## src/rtl/sdram_cache.sv

```systemverilog
`default_nettype none
// +--------------------------------------------------------------------------+
// | sdram_cache: direct-mapped write-back cache in front of a Gowin SDRAM     |
// | controller, with periodic auto-refresh. Optional: CACHE_ASSERTIONS_EN.   |
// | Revision: 1.0                                                            |
// +--------------------------------------------------------------------------+
module sdram_cache #(
  parameter int LineIndexBitWidth     = 1,
  parameter int RamAddressBitWidth    = 8,
  parameter int ReadDataDelay         = 4,
  parameter int RefreshIntervalCycles = 200
) (
  input  logic        clk,
  input  logic        rst,
  input  logic        enable,
  input  logic [31:0] address,
  input  logic [31:0] data_in,
  input  logic [3:0]  write_enable,
  output logic [31:0] data_out,
  output logic        data_out_ready,
  output logic        busy,
  output logic        I_sdrc_cmd_en,
  output logic [2:0]  I_sdrc_cmd,
  output logic        I_sdrc_precharge_ctrl,
  output logic        I_sdram_power_down,
  output logic        I_sdram_selfrefresh,
  output logic [20:0] I_sdrc_addr,
  output logic [3:0]  I_sdrc_dqm,
  output logic [31:0] I_sdrc_data,
  output logic [7:0]  I_sdrc_data_len,
  input  logic [31:0] O_sdrc_data,
  input  logic        O_sdrc_init_done,
  input  logic        O_sdrc_cmd_ack
);

  localparam int   c_LINES = 2 ** LineIndexBitWidth;
  localparam int   c_TAGW  = RamAddressBitWidth - 3 - LineIndexBitWidth;
  localparam int   c_REFW  = $clog2(RefreshIntervalCycles + 1);
  localparam logic [c_REFW-1:0] c_REF_MAX  = c_REFW'(RefreshIntervalCycles);
  localparam logic [c_REFW-1:0] c_REF_ONE  = c_REFW'(1);
  localparam logic [7:0]        c_RX_FIRST = 8'(ReadDataDelay);
  localparam logic [7:0]        c_RX_LAST  = 8'(ReadDataDelay + 7);
  localparam logic [2:0] c_CMD_NOP     = 3'b111;
  localparam logic [2:0] c_CMD_ACTIVE  = 3'b011;
  localparam logic [2:0] c_CMD_READ    = 3'b101;
  localparam logic [2:0] c_CMD_WRITE   = 3'b100;
  localparam logic [2:0] c_CMD_REFRESH = 3'b001;

  typedef enum logic [3:0] {
    S_INIT      = 4'd0,
    S_IDLE      = 4'd1,
    S_REFRESH   = 4'd2,
    S_WB_ACT    = 4'd3,
    S_WB_WR     = 4'd4,
    S_WB_GAP    = 4'd5,
    S_FETCH_ACT = 4'd6,
    S_FETCH_RD  = 4'd7,
    S_FETCH_RX  = 4'd8
  } state_t;

  state_t r_state, w_state_nxt;
  logic [7:0]              r_cnt, w_cnt_nxt;
  logic                    r_acked, w_acked_nxt;
  logic [c_REFW-1:0]       r_ref_cnt;
  logic [c_LINES-1:0]      r_valid, r_dirty;
  logic [c_TAGW-1:0]       r_tag  [c_LINES];
  logic [31:0]             r_data [c_LINES][8];

  logic [2:0]                   w_off;
  logic [LineIndexBitWidth-1:0] w_idx;
  logic [c_TAGW-1:0]            w_tag;
  logic                         w_hit, w_ref_due, w_serve, w_wr_hit;
  logic                         w_fill, w_fill_done;
  logic [2:0]                   w_rx_off;
  logic [20:0]                  w_victim_addr, w_fetch_addr;
  logic                         w_unused;

  assign w_off = address[4:2];
  assign w_idx = address[4+LineIndexBitWidth:5];
  assign w_tag = address[RamAddressBitWidth+1:5+LineIndexBitWidth];
  assign w_unused = &{1'b0, address[31:RamAddressBitWidth+2], address[1:0]};

  assign w_hit     = r_valid[w_idx] && (r_tag[w_idx] == w_tag);
  assign w_ref_due = (r_ref_cnt >= c_REF_MAX);
  // Refresh due blocks new requests in IDLE so it wins over a pending miss.
  assign w_serve   = (r_state == S_IDLE) && !w_ref_due;
  assign w_wr_hit  = w_serve && enable && (write_enable != 4'b0000) && w_hit;

  assign busy           = !(w_serve && (!enable || w_hit));
  assign data_out_ready = w_serve && enable && (write_enable == 4'b0000) && w_hit;
  assign data_out       = r_data[w_idx][w_off];

  assign w_victim_addr = 21'({r_tag[w_idx], w_idx, 3'b000});
  assign w_fetch_addr  = 21'({w_tag, w_idx, 3'b000});
  assign w_rx_off      = r_cnt[2:0] - c_RX_FIRST[2:0];

  assign I_sdrc_precharge_ctrl = 1'b1;
  assign I_sdram_power_down    = 1'b0;
  assign I_sdram_selfrefresh   = 1'b0;
  assign I_sdrc_dqm            = 4'b0000;
  assign I_sdrc_data_len       = 8'd7;

  always_comb begin
    w_state_nxt   = r_state;
    w_cnt_nxt     = r_cnt;
    w_acked_nxt   = r_acked;
    I_sdrc_cmd_en = 1'b0;
    I_sdrc_cmd    = c_CMD_NOP;
    I_sdrc_addr   = 21'd0;
    I_sdrc_data   = 32'd0;
    w_fill        = 1'b0;
    w_fill_done   = 1'b0;
    case (r_state)
      S_INIT: if (O_sdrc_init_done) w_state_nxt = S_IDLE;
      S_IDLE: begin
        if (w_ref_due)
          w_state_nxt = S_REFRESH;
        else if (enable && !w_hit)
          w_state_nxt = (r_valid[w_idx] && r_dirty[w_idx]) ? S_WB_ACT : S_FETCH_ACT;
      end
      S_REFRESH: begin
        I_sdrc_cmd_en = 1'b1;
        I_sdrc_cmd    = c_CMD_REFRESH;
        if (O_sdrc_cmd_ack) w_state_nxt = S_IDLE;
      end
      S_WB_ACT: begin
        I_sdrc_cmd_en = 1'b1;
        I_sdrc_cmd    = c_CMD_ACTIVE;
        I_sdrc_addr   = w_victim_addr;
        if (O_sdrc_cmd_ack) begin
          w_state_nxt = S_WB_WR;
          w_cnt_nxt   = 8'd0;
          w_acked_nxt = 1'b0;
        end
      end
      S_WB_WR: begin
        // Word 0 is presented while waiting for the ack, word k in cycle ack+k.
        I_sdrc_addr = w_victim_addr;
        I_sdrc_data = r_data[w_idx][r_cnt[2:0]];
        if (!r_acked) begin
          I_sdrc_cmd_en = 1'b1;
          I_sdrc_cmd    = c_CMD_WRITE;
          if (O_sdrc_cmd_ack) begin
            w_acked_nxt = 1'b1;
            w_cnt_nxt   = 8'd1;
          end
        end else if (r_cnt == 8'd7) begin
          w_state_nxt = S_WB_GAP;
          w_cnt_nxt   = 8'd0;
          w_acked_nxt = 1'b0;
        end else begin
          w_cnt_nxt = r_cnt + 8'd1;
        end
      end
      S_WB_GAP: begin
        if (r_cnt == 8'd3) begin
          w_state_nxt = S_FETCH_ACT;
          w_cnt_nxt   = 8'd0;
        end else begin
          w_cnt_nxt = r_cnt + 8'd1;
        end
      end
      S_FETCH_ACT: begin
        I_sdrc_cmd_en = 1'b1;
        I_sdrc_cmd    = c_CMD_ACTIVE;
        I_sdrc_addr   = w_fetch_addr;
        if (O_sdrc_cmd_ack) w_state_nxt = S_FETCH_RD;
      end
      S_FETCH_RD: begin
        I_sdrc_cmd_en = 1'b1;
        I_sdrc_cmd    = c_CMD_READ;
        I_sdrc_addr   = w_fetch_addr;
        if (O_sdrc_cmd_ack) begin
          w_state_nxt = S_FETCH_RX;
          w_cnt_nxt   = 8'd1;
        end
      end
      S_FETCH_RX: begin
        // r_cnt counts cycles since the READ ack.
        I_sdrc_addr = w_fetch_addr;
        w_cnt_nxt   = r_cnt + 8'd1;
        w_fill      = (r_cnt >= c_RX_FIRST);
        if (r_cnt == c_RX_LAST) begin
          w_state_nxt = S_IDLE;
          w_cnt_nxt   = 8'd0;
          w_fill_done = 1'b1;
        end
      end
      default: w_state_nxt = S_INIT;
    endcase
  end

  always_ff @(posedge clk) begin
    if (rst) begin
      r_state   <= S_INIT;
      r_cnt     <= 8'd0;
      r_acked   <= 1'b0;
      r_ref_cnt <= '0;
      r_valid   <= '0;
      r_dirty   <= '0;
    end else begin
      r_state <= w_state_nxt;
      r_cnt   <= w_cnt_nxt;
      r_acked <= w_acked_nxt;
      if (r_state == S_REFRESH && O_sdrc_cmd_ack)
        r_ref_cnt <= '0;
      else if (r_ref_cnt < c_REF_MAX)
        r_ref_cnt <= r_ref_cnt + c_REF_ONE;
      if (w_wr_hit)
        r_dirty[w_idx] <= 1'b1;
      if (w_fill_done) begin
        r_valid[w_idx] <= 1'b1;
        r_dirty[w_idx] <= 1'b0;
      end
    end
  end

  always_ff @(posedge clk) begin
    if (w_wr_hit) begin
      for (int b = 0; b < 4; b++)
        if (write_enable[b]) r_data[w_idx][w_off][8*b +: 8] <= data_in[8*b +: 8];
    end
    if (w_fill)
      r_data[w_idx][w_rx_off] <= O_sdrc_data;
    if (w_fill_done)
      r_tag[w_idx] <= w_tag;
  end

`ifdef CACHE_ASSERTIONS_EN
  a_hold_inputs: assert property (@(posedge clk) disable iff (rst)
    (busy && enable) |=> ($stable(address) && $stable(write_enable) && $stable(data_in)));
  a_ack_pending: assert property (@(posedge clk) disable iff (rst)
    O_sdrc_cmd_ack |-> I_sdrc_cmd_en);
`else
`endif

endmodule
`default_nettype wire

```

## config.mk

```make
export PLATFORM = sky130hd
export DESIGN_NAME = sdram_cache
export DESIGN_NICKNAME = d
export VERILOG_FILES = /design/src/rtl/sdram_cache.sv
export SDC_FILE = /design/constraint.sdc
export NUM_CORES = 1
export LEC_CHECK = 0
export CAP_MARGIN = 20
export CORE_ASPECT_RATIO = 1.75
export CORE_MARGIN = 3
export CORE_UTILIZATION = 45
export CTS_CLUSTER_DIAMETER = 40
export DETAILED_ROUTE_END_ITERATION = 8
export PLACE_DENSITY = 0.68
export SYNTH_ARGS = -nofsm -noshare
export SYNTH_HDL_FRONTEND = slang
export SYNTH_SLANG_ARGS = --single-unit
```

## constraint.sdc

```tcl
create_clock -name clk -period 6.37 [get_ports clk]
set_input_delay 1.5925 -clock clk [delete_from_list [all_inputs] [get_ports clk]]
set_output_delay 1.5925 -clock clk [all_outputs]
set_load 0.02 [all_outputs]
```

======== After elaboration in Yosys (flattened, before gate mapping) ========
Memory sizes are Yosys's and may differ from the RTL's.
Cells that the tools add are included.
word-level totals
  flip-flop bits (word level) ............. 25
  memory bits (writable) .................. 520
  input port bits ......................... 105
  word-level logic and storage cells ...... 2,205
  memories ................................ 2
cells by class
  $add $sub $neg .......................... 3
  order comparisons ....................... 10
  eq/ne operators ......................... 22
  multiplexer cells ....................... 1,099
  bitwise logic cells ..................... 1,031
  reductions and logical operators ........ 32
memory list
  memory  depth  bits a word  read ports  clocked after Yosys merged registers in  write ports  RTL line  text
  r_data  2      256          1           0                                        1            67        logic [31:0] r_data [c_LINES][8];
  r_tag   2      4            1           0                                        1            66        logic [c_TAGW-1:0] r_tag [c_LINES];
operators by type and width
  cell                   count
  $mux W256              5
  $mux W1                1,048
  $or A1 B1 Y1           1,024
  $demux W32 S3          5
  $mux W32               7
  $bmux W32 S3           2
  $mux W8                7
  $mux W4                11
  $pmux W8 S5            1
  $pmux W4 S9            1
  $mux W24               1
  $ne A2 B2 Y1 const B   9
  $add A8 B1 Y8 const B  2
  $eq A4 B3 Y1 const B   4
  $mux W16               1
  $pmux W8 S2            1
  $logic_and A1 B1 Y1    14
  $ge A4 B4 Y1 const B   3
  $not A3 Y4             3
  $pmux W3 S4            1
  $reduce_and A10 Y1     1
  $eq A4 B2 Y1 const B   2
  $eq A8 B2 Y1 const B   1
  $eq A8 B3 Y1 const B   1
  other kinds (29)       42

======== Logic depth before layout (Yosys ltp) ========
Gate-level depths: netlist (run 1).
  depth in word-level cells ............... 12
  mapped depth ............................ 8
  gate-level depth less buffers ........... 6

======== Least setup slack after synthesis (run 1) ========
OpenSTA, ideal clock, no wires.
  path type ............................... input -> output
  from .................................... input address[5]
  to ...................................... output data_out[18]
  arrival ................................. 3,396 ps
  required time ........................... 4,777 ps
  setup slack ............................. 1,382 ps
  stages on the path ...................... 6
  buffers on the path ..................... 3
  cell sequence ........................... buf_6 > clkbuf_1 > buf_1 > mux2i_1 > o22ai_1 > or4_1
on the way
  word-level cells in the longest chain between the ends .. 4
ends and longest elaborated chain
  what                                          RTL line  text
  start, declared                               16        input logic [31:0] address,
  $mem_v2 Z2 W256                               -
  $bmux W32 S3                                  91        assign data_out = r_data[w_idx][w_off];
  $mux W32 (implied by the code) (2 in series)  91
  end, declared                                 19        output logic [31:0] data_out,
Every way passes these cells. The select of a mux whose other input is x is not followed.

======== Final worst setup path (run 1) ========
  from .................................... input address[3]
  to ...................................... output data_out[14]
on the way
  word-level cells in the longest chain between the ends .. 4
ends and longest elaborated chain
  what                                          RTL line
  $not A3 Y4 (implied by the code)              91
  $bmux W32 S3                                  91
  $mux W32 (implied by the code) (2 in series)  91
Every way passes these cells. The select of a mux whose other input is x is not followed.

==> reports/metrics.yaml, run 1 <==
dp_slack_ns: 0.439
cts_buffers: 50
ios: 211
max_cap_violations: 0
antenna_found_initial: 5
wl_per_cell_um: 28.9
final_area_sq_mm: 0.0308
grt_setup_unrepaired: "no"
hold_class: "reg2reg"
yosysWarnings: 0
synth_most_common_cell: "edfxtp_1"
die_h_um: 328
syn-cell-area_sq_mm: 0.0267
relSlewSlack_pct: 21.4
fmax_mhz: 166
grt_overflow: 0
ys.flop_type: "edfxtp_1"
netlist_instances: 1919
synth_common_cells: "edfxtp_1 (520), mux2i_1 (259), o22ai_1 (258)"
status: "completed"
async_flop_share_pct: 0
met1_usage_pct: 30.2
drc: 0
vias_per_cell: 6.50
postCtsResizedCells: 0
use_met3_pct: 5.21
r2r_start: "r_state[3]"
totalWireLength_um: 83500
ff2ff_setup_slack_ns: 2.50
gp_congestion: 0.878
finalClockSkew_ns: 0.0324
die_w_um: 190
grt_busiest_layer: "met2"
grt_usage_pct: 26.0
syn_avg_cell_area_sq_um: 13.9
grt_max_degree: 49
p_leak_nw: 10.7
clkSlewWorstSetupHoldPaths_ns: 0.06
timing.final.crit_share_pct: 94.6
placed_area_sq_mm: 0.0293
ys_ff_latch: 545
start_kind: "input port"
drtAntennaViolNets: 0
worst_hold_path.endpoint: "r_valid[0]"
yosys.area.top_type_share_pct: 58.5
cp-end-kind: "primary output"
whs_path_depth: 1
ys_types: 73
ys_top_cells_by_area: "edfxtp_1 (59%), mux2i_1 (9.7%), mux2_2 (7.3%), o22ai_1 (6.0%), mux2_1 (3.6%)"
setup_viol: 0
nets: 2185
io_buffers: 155
cts.sinks: 545
hp-start: "r_valid[0]"
vias: 18800
drt_iter0_drc: 2360
grt_pass1_vias: 19400
cp.arrival_ns: 4.43
ctsRootBufferMaster: "clkbuf_16"
cp_common_cell: "clkdlybuf4s50_1"
nFillCells: 4782
power_mw: 8.08
seq_area_frac_synth_pct: 60.4
clock_path_buffers: 3
grtUsageMet2_pct: 44.5
coreArea_sq_mm: 0.0584
firstDrtPassIters: 6
cp_max_fo: 20
cp.required_ns: 4.78
drv_slew: 0
hold_viol_final: 0
crit_path_max_incr_delay_ns: 0.76
tns_ns: 0
ir_worst_vdd_v: 0.000202
hold_buffers: 0
rr_endpoint: "r_data[1][125]"
max_slew.worst_pin.slew_ns: 1.18
post_cts_buffers: 0
fin_crit_ns: 6.03
drive_gt1_share_pct: 18.0
grt_pass1_wl_um: 120000
ctsHtreeMaxLevel: 2
path_cells: "clkdlybuf4s50_1 -> nor2_1 -> nand2_2 -> buf_4 -> o22ai_1 -> or4_1 -> clkdlybuf4s50_1"
dpl.hpwl_um: 52900
syn_to_final_growth_pct: 15.5
power_density_mw_per_mm2: 262
crit_type: "in2out"
slowest_stage: "clkdlybuf4s50_1"
start_util_pct: 45.7
cts_tree: "done"
clk_latency_ns: 0.61
synth-edff-count: 520
dieArea_sq_mm: 0.0624
setup_ws_ns: 0.343
synth_area_leader_cell: "edfxtp_1"
rows: 117
r2r_cells: 5
holdWs_ns: 0.498
worst max path at each step:
| stage | start | end |
|---|---|---|
| 2_1_floorplan | address[5] | data_out[18] |
| 3_3_place_gp | address[2] | data_out[25] |
| 3_5_place_dp | address[3] | data_out[13] |
| 4_1_cts | address[3] | data_out[13] |
| 5_1_grt | address[2] | data_out[14] |
| 6_report | address[3] | data_out[14] |
per-stage QoR:
step	std cells	utilization (%)
final	2893	52.8
after global routing	2887	52.8
after CTS	2882	52.7
after detailed placement	2792	50.1
after global placement	2791	50.1
after floorplan	1948	-
worst max-delay path: cells and delay by family:
family	cells	cell delay [ns]
compound gates	1	0.16
buf+inv	3	1.76
simple gates	3	0.89
power breakdown:
| group | switching [mW] | internal (mW) |
|---|---|---|
| clock | 1.32 | 1.53 |
| sequential | 0.0569 | 3.93 |
| combinational | 0.749 | 0.492 |
| total | 2.12 | 5.96 |
cell type report:
cell class / instances / area [sq um] / area share [%]
antenna: 6 / 15.0 / 0.0487
clock buffer: 63 / 1300 / 4.22
clock inverter: 27 / 215 / 0.698
inverter: 11 / 41.3 / 0.134
multi-input combinational: 1205 / 9710 / 31.5
sequential: 545 / 16100 / 52.3
tap: 773 / 967 / 3.14
timing repair buffer: 263 / 2470 / 8.03
registers in the layout, summed over array words and instances, names as in the netlist, named ones only:
register	cells
r_cnt	8
r_valid	2
r_data	512
r_state	4
r_tag	8
r_acked	1
r_ref_cnt	8
layer usage:
| layer | routed length [um] | up-vias |
|---|---|---|
| met5 | 0 | - |
| met4 | 5440 | 0 |
| met3 | 7930 | 353 |
| met2 | 41200 | 1232 |
| met1 | 28900 | 9242 |
| li1 | - | 7972 |
cells in the final DEF (no fill, tap or decap), types with 34 or more instances in the layout:
master           netlist  final
a21oi_1               81     80
buf_4                 51    100
clkbuf_16              0     50
clkdlybuf4s50_1        0    154
edfxtp_1             520    520
mux2_1                85     85
mux2_2               173    173
mux2i_1              259    259
nand4_1               36     36
nor2_1                63     63
nor4_1                34     34
o22ai_1              258    258
kinds of logic (layout without fill, tap and decap cells):
group | count (synthesis) | after routing | share of synthesized area (%)
flip-flops | 545 | 545 | 60.4
buffers and inverters | 198 | 364 | 3.79
other | 2 | 37 | 0.0281
AND/OR/NAND/NOR | 255 | 255 | 5.63
AO/OA/AOI/OAI | 385 | 385 | 8.91
multiplexers | 518 | 518 | 20.7
XOR/XNOR | 12 | 12 | 0.394
adder cells (fa/ha/maj) | 4 | 4 | 0.188
(Power assumes the default switching activity.)
==> run 2, diff against run 1 <==
--- a/config.mk
+++ b/config.mk
@@ -9,9 +9,10 @@
 export CORE_ASPECT_RATIO = 1.75
 export CORE_MARGIN = 3
 export CORE_UTILIZATION = 45
+export CTS_BUF_LIST = sky130_fd_sc_hd__clkbuf_16
 export CTS_CLUSTER_DIAMETER = 40
 export DETAILED_ROUTE_END_ITERATION = 8
-export PLACE_DENSITY = 0.68
+export PLACE_DENSITY = 0.72
 export SYNTH_ARGS = -nofsm -noshare
 export SYNTH_HDL_FRONTEND = slang
 export SYNTH_SLANG_ARGS = --single-unit
==> reports/metrics.yaml, run 2 (synthesis results as in run 1) <==
status: "completed"
final_area_sq_mm: 0.0311
setup_viol: 0
start_kind: "input port"
fmax_mhz: 167
gp_congestion: 0.899
max_cap_violations: 0
syn_to_final_growth_pct: 16.4
layout_common_cells: "edfxtp_1 (520), mux2i_1 (259), o22ai_1 (258)"
cp_max_fo: 18
hold_viol_final: 0
vias_per_cell: 6.58
firstDrtPassIters: 7
clk_latency_ns: 0.61
relSlewSlack_pct: 19.4
clock_path_buffers: 3
drt_iter0_drc: 2627
timing.final.crit_share_pct: 94.2
cp.arrival_ns: 4.41
postCtsResizedCells: 0
final_common_cell: "edfxtp_1"
ios: 211
drv_slew: 0
grt_setup_unrepaired: "no"
dpl.hpwl_um: 53500
drive_gt1_share_pct: 18.3
die_w_um: 190
largest_register: "r_data"
dieArea_sq_mm: 0.0624
drtAntennaViolNets: 0
power_density_mw_per_mm2: 269
totalWireLength_um: 85400
grt_usage_pct: 26.7
rows: 117
grt_pass1_vias: 19500
largest_reg_flops: 512
clkSlewWorstSetupHoldPaths_ns: 0.06
placed_area_sq_mm: 0.0293
cp.required_ns: 4.78
cts_tree: "done"
layoutNonFillerInstCount: 2894
dp.cells: 2791
die_h_um: 328
grt_pass1_wl_um: 123000
finalClockSkew_ns: 0.0405
cts.sinks: 545
hold_buffers: 0
antenna_found_initial: 8
ctsHtreeMaxLevel: 2
nets: 2184
fin_crit_ns: 6.00
p_leak_nw: 10.8
grt_max_degree: 62
ctsRootBufferMaster: "clkbuf_16"
nFillCells: 4709
drc: 0
coreArea_sq_mm: 0.0584
max_slew.worst_pin.slew_ns: 1.20
tns_ns: 0
crit_type: "in2out"
grt_busiest_layer: "met2"
met1_usage_pct: 29.9
vias: 19000
cp-end-kind: "primary output"
use_met3_pct: 5.23
cts_buffers: 52
start_util_pct: 45.7
io_buffers: 155
ir_worst_vdd_v: 0.000245
post_cts_buffers: 0
hold_class: "reg2reg"
grtUsageMet2_pct: 45.4
grt_overflow: 0
wl_per_cell_um: 29.5
[run 2: cell types whose count changed in the layout (fill, tap and decap cells not counted), sizes merged]
| cell | delta |
|---|---|
| clkinvlp | +2 |
| bufinv | +3 |
| clkbuf | -9 |
| diode | +4 |
| clkinv | -3 |
| inv | +7 |
| buf | -3 |
[run 2: path summary, 6_finish.rpt]
kind	startpoint	to	slack, ns	depth (start not counted)
max reg2reg	r_cnt[0]	r_data[0][110]	2.31	4
min	r_ref_cnt[7]	r_ref_cnt[7]	0.49	2
max	address[4]	data_out[17]	0.37	6
min reg2reg	r_ref_cnt[7]	r_ref_cnt[7]	0.49	2
[run 2: area by class of cell]
type                       instances  area, sq um  share of cell area [%]
clock buffer                      54         1350                    4.35
tap                              773          967                    3.11
timing repair buffer             260         2520                    8.11
clock inverter                    36          349                    1.12
sequential                       545        16100                    51.9
antenna                           10         25.0                  0.0805
multi-input combinational       1205         9710                    31.2
inverter                          11         41.3                   0.133
[run 2: per-stage QoR]
stage / utilization, % / hold slack (ns) / setup slack, ns / power [mW]
after detailed placement: 50.2 / 0.487 / 0.438 / 5.28
after CTS: 53.1 / 0.502 / 0.446 / 8.34
after floorplan: - / 0.437 / 1.38 / 4.78
after global routing: 53.2 / 0.537 / 0.299 / 8.57
final: 53.2 / 0.487 / 0.369 / 8.35
after global placement: 50.2 / 0.452 / 0.512 / 5.24
[run 2: power breakdown]
group / total [mW] / switching, mW / leakage, nW / internal, mW
Clock: 3.11 / 1.36 / 0.843 / 1.75
Sequential: 3.99 / 0.0583 / 4.87 / 3.93
Combinational: 1.25 / 0.763 / 5.07 / 0.492
Total: 8.35 / 2.18 / 10.8 / 6.17
[run 2: layer usage]
layer | wire length [um] | up-vias
met5 | 0 | -
met3 | 8770 | 411
met1 | 27700 | 9309
met4 | 6850 | 0
met2 | 42100 | 1340
li1 | - | 7974
[run 2: critical path: stages]
cell	delay, ns
clkdlybuf4s50_1	0.82
or3b_2	0.23
buf_4	0.39
o22ai_1	0.14
or4_1	0.64
clkdlybuf4s50_1	0.59
